File: config.mk
export PLATFORM = sky130hd
export DESIGN_NAME = edge_stretcher_multi
export DESIGN_NICKNAME = d
export VERILOG_FILES = /design/src/rtl/edge_stretcher_multi.sv
export SDC_FILE = /design/constraint.sdc
export NUM_CORES = 1
export LEC_CHECK = 0
export BUFFER_PORTS_ARGS = -buffer_cell sky130_fd_sc_hd__buf_2
export CAP_MARGIN = 10
export CORE_MARGIN = 5
export CORE_UTILIZATION = 61
export CTS_CLUSTER_SIZE = 8
export DETAILED_ROUTE_END_ITERATION = 8
export PLACE_DENSITY = 0.75
export SYNTH_ARGS = -nofsm -noshare
export SYNTH_HDL_FRONTEND = slang
export SYNTH_SLANG_ARGS = --single-unit
File: constraint.sdc
create_clock -name clk -period 2.85 [get_ports clk]
set_input_delay 0.57 -clock clk [delete_from_list [all_inputs] [get_ports clk]]
set_output_delay 0.57 -clock clk [all_outputs]
set_load 0.005 [all_outputs]
File: src/rtl/edge_stretcher_multi.sv
// Multi-channel edge detector and pulse stretcher.
// Each channel synchronises its input, detects edges per a shared mode and stretches them.
module edge_stretcher_multi #(
  parameter int N_CH        = 4,
  parameter int N_CLOCK     = 125000000,
  parameter int CNT_W       = 27,
  parameter int SYNC_STAGES = 2
) (
  input  logic            clk,
  input  logic            reset,
  input  logic [N_CH-1:0] inp,
  input  logic [1:0]      edge_mode,
  input  logic            retrig,
  input  logic            clr_ovr,
  output logic [N_CH-1:0] out,
  output logic [N_CH-1:0] edge_pulse,
  output logic [N_CH-1:0] overrun
);

  typedef enum logic {IDLE, ACTIVE} state_t;

  localparam logic [CNT_W-1:0] LAST = CNT_W'(N_CLOCK - 1);

  logic [SYNC_STAGES-1:0] sync [N_CH];
  state_t                 state [N_CH];
  logic [CNT_W-1:0]       cnt [N_CH];

  logic [N_CH-1:0] rise;
  logic [N_CH-1:0] fall;
  logic [N_CH-1:0] det;
  logic [N_CH-1:0] drop;

  always_comb begin
    rise = '0;
    fall = '0;
    det  = '0;
    drop = '0;
    for (int i = 0; i < N_CH; i++) begin
      rise[i] = sync[i][SYNC_STAGES-2] & ~sync[i][SYNC_STAGES-1];
      fall[i] = ~sync[i][SYNC_STAGES-2] & sync[i][SYNC_STAGES-1];
      case (edge_mode)
        2'b00:   det[i] = rise[i];
        2'b01:   det[i] = fall[i];
        2'b10:   det[i] = rise[i] | fall[i];
        default: det[i] = 1'b0;
      endcase
      // An edge landing on the final count is a fresh trigger, not a drop.
      drop[i] = det[i] & (state[i] == ACTIVE) & ~retrig & (cnt[i] != LAST);
    end
  end

  always_ff @(posedge clk) begin
    if (!reset) begin
      for (int i = 0; i < N_CH; i++) begin
        sync[i]  <= '0;
        state[i] <= IDLE;
        cnt[i]   <= '0;
      end
      out        <= '0;
      edge_pulse <= '0;
      overrun    <= '0;
    end else begin
      edge_pulse <= det;
      overrun    <= drop | (overrun & ~{N_CH{clr_ovr}});
      for (int i = 0; i < N_CH; i++) begin
        sync[i] <= {sync[i][SYNC_STAGES-2:0], inp[i]};
        unique case (state[i])
          IDLE: begin
            if (det[i]) begin
              out[i]   <= 1'b1;
              cnt[i]   <= '0;
              state[i] <= ACTIVE;
            end
          end
          ACTIVE: begin
            if (cnt[i] == LAST) begin
              cnt[i] <= '0;
              if (!det[i]) begin
                out[i]   <= 1'b0;
                state[i] <= IDLE;
              end
            end else if (det[i] && retrig) begin
              cnt[i] <= '0;
            end else begin
              cnt[i] <= cnt[i] + CNT_W'(1);
            end
          end
          default: state[i] <= IDLE;
        endcase
      end
    end
  end

endmodule

==> results.toml <==
[status]
status = "finished clean"

[global_route]
grt_max_degree = 28
grt_overflow = 0
grt_pass1_wl_mm = 26.74
grtUsageTotal_pct = 22.70
grt_pass1_vias = 5639
antenna_found_initial = 0

[place]
place_ws_ns = 0.3831
dp_hpwl_mm = 10.51
portBuffers = 21
placed_cell_area_sq_um = 7721
dp.cells = 873
gp_congestion = 0.8467

[synth]
synth_edf_count = 109
yosys-top-cells-area = "edfxtp_1 (44%), dfxtp_1 (6.2%), a211oi_1 (5.0%)"
ys_types = 48
async_flop_share_pct = 0
synth.most_common_cell = "edfxtp_1"
ys_ff_latch = 132
synthDominantCellAreaShare_pct = 44.03
synth_top_area_cell = "edfxtp_1"
synth_area_sq_um = 7433
netlist_instances = 724
synth_commonest_cells = "edfxtp_1 (109), nor3_1 (63), a211oi_1 (50), nand4_1 (47), nand2_1 (40)"
synth_fp_nets = 746
syn_area_per_cell_sq_um = 10.27
yosysWarningCount = 0
ys_seq_area_share_pct = 50.23
ys.flop_type = "edfxtp_1"

[timing]
finalHoldViolations = 0
setup_ws_ns = 0.3065
relSlewSlack_pct = 54.59
worstMarginPinSlew_ns = 0.6811
rsz0062_at_grt = "false"
drv_slew = 0
finalClockSkew_ns = 0.006869
setup_viol = 0
min_period_over_period_pct = 89.24
finalSetupTns_ns = 0
max_freq_mhz = 393.2
fin_crit_ns = 2.543

[route]
ant_nets = 0
via_per_inst = 6.591
num_vias = 5965
routed-wl-met2_mm = 7.709
met1Wirelength_mm = 7.302
routed_wl_mm = 15.99
detail_route.first_pass.iterations = 4
drt_iter0_markers = 454
wl_met3_um = 730
maxUsedRoutingLayer = "met4"
wire_per_inst_um = 17.67
drc = 0

[final_layout]
fin_nets = 767
stdcell_area_sq_um = 8376
diodes = 0
num-fill-cells = 851
syn_to_final_growth_pct = 12.67
finalNonFillerCells = 905
layout-drive-gt1-share_pct = 11.61

[run]
max_cap_violations = 0

[floorplan]
die_w_um = 120.4
io_pins = 22
initial_utilization_pct = 62.14
coreArea_sq_um = 11960
dieArea_sq_um = 14490
die_h_um = 120.4
rows = 40

[power_and_ir_drop]
powerDensity_nw_per_um2 = 631.4
clockPowerShare_pct = 45.6
internal-power_mw = 3.987
swShare_pct = 24.61
power_frac_comb_pct = 7.7
total_power_mw = 5.288
power.leakage_nw = 2.606
worst_ir_drop_vdd_mv = 0.5182
p_sw_mw = 1.301
p_seq_share_pct = 46.8

[min_path]
hold_path_class = "in2reg"

[setup_path]
start_kind = "flop"
required_ns = 3.11
crit_arrival_ns = 2.80
endpoint_kind = "flop"
path_class = "reg2reg"
cp_max_fo = 15

[clocking]
cts_tree = "built"
cts_max_level = 4
holdBufCountCts = 0
clock_sink_count = 132
postCtsSetupRepairBufs = 0
clockBufferDepth = 2
numCtsBuffers = 17
ctsResizeCount = 0
cts.clk_slew.worst_paths_ns = 0.06
worstSkewPairLatency_ns = 0.42
cts-root-buf = "clkbuf_16"
worst paths after layout:
kind                                               from                  endpoint  slack [ns]  depth (start not counted)
worst max-delay path            cnt[2][0]$_SDFFCE_PN0P_  cnt[2][16]$_SDFFCE_PN0P_        0.31                          5
worst min-delay path                             inp[2]     sync[2][0]$_SDFF_PN0_        0.37                          2
worst max register to register  cnt[2][0]$_SDFFCE_PN0P_  cnt[2][16]$_SDFFCE_PN0P_        0.31                          5
worst min register to register    overrun[0]$_SDFF_PN0_     overrun[0]$_SDFF_PN0_        0.45                          2
state kept, by name (all words and copies together), names as in the netlist:
name and cells:
cnt 108, sync 8, edge_pulse 4, out 4, overrun 4, state 4
routing by layer:
metal  vias to the layer above  GRT usage [%]
met2                       144          37.34
li1                       2903              -
met1                      2893          29.70
met3                        25          5.192
met5                         -              0
met4                         0          7.790
per-stage QoR:
stage	utilization (%)	hold WS, ns
floorplan	-	0.4406
global placement	64.55	0.4325
detailed placement	64.55	0.4427
CTS	70.02	0.3537
global route	70.02	0.3678
finish	70.02	0.3662
logic make-up after synthesis:
group / share of synthesized area (%)
and+or+nand+nor: 26.27
DFF: 50.23
AOI/OAI and AO/OA: 12.20
buffers and inverters: 3.383
xor gates and xnor gates: 5.891
adders and majority gates: 2.020
critical path, cell delays in order (launching register included):
cell and delay (ns):
edfxtp_1 0.44, ha_1 0.24, nand3_2 0.15, or3_1 0.59, or4b_2 0.72, a211oi_1 0.23
cells in the final DEF (no fill, tap or decap), types with 4 or more instances in the layout:
| cell | synthesis | layout |
|---|---|---|
| clkbuf_16 | 0 | 17 |
| nor3_1 | 63 | 63 |
| a21oi_1 | 5 | 4 |
| nor4_1 | 13 | 13 |
| or2_2 | 4 | 4 |
| o31ai_1 | 20 | 19 |
| and3_1 | 11 | 11 |
| bufinv_16 | 0 | 5 |
| nand2_1 | 40 | 40 |
| xor2_1 | 22 | 22 |
| inv_1 | 28 | 28 |
| nor2_1 | 18 | 18 |
| or3_1 | 33 | 33 |
| and2_1 | 13 | 13 |
| xnor2_1 | 28 | 28 |
| a211oi_1 | 50 | 50 |
| nand3_1 | 32 | 32 |
| dfxtp_1 | 23 | 23 |
| edfxtp_1 | 109 | 109 |
| nand4_1 | 47 | 47 |
| ha_1 | 12 | 12 |
| buf_4 | 1 | 16 |
| clkinvlp_4 | 0 | 4 |
| o21ai_0 | 38 | 37 |
| or4_1 | 25 | 25 |
| buf_2 | 9 | 21 |
| and4_1 | 12 | 12 |
area by class of cell:
cell class	count	area [sq um]	share of cell area, %
Inverter	28	105.1	1.255
Timing Repair Buffer	37	225.2	2.689
Clock inverter	15	229.0	2.734
Tap cell	147	183.9	2.196
Sequential cell	132	3734	44.58
Clock buffer	17	425.4	5.079
Multi-Input combinational cell	529	3473	41.47
power groups by stage:
stage,clock network (mW),registers [mW],logic [mW]
2_1_floorplan,0,2.45,0.298
3_3_place_gp,0,2.49,0.388
3_5_place_dp,0,2.50,0.402
4_1_cts,2.43,2.47,0.406
5_1_grt,2.54,2.50,0.451
6_report,2.41,2.47,0.406
Power figures use the tool's default switching activity.
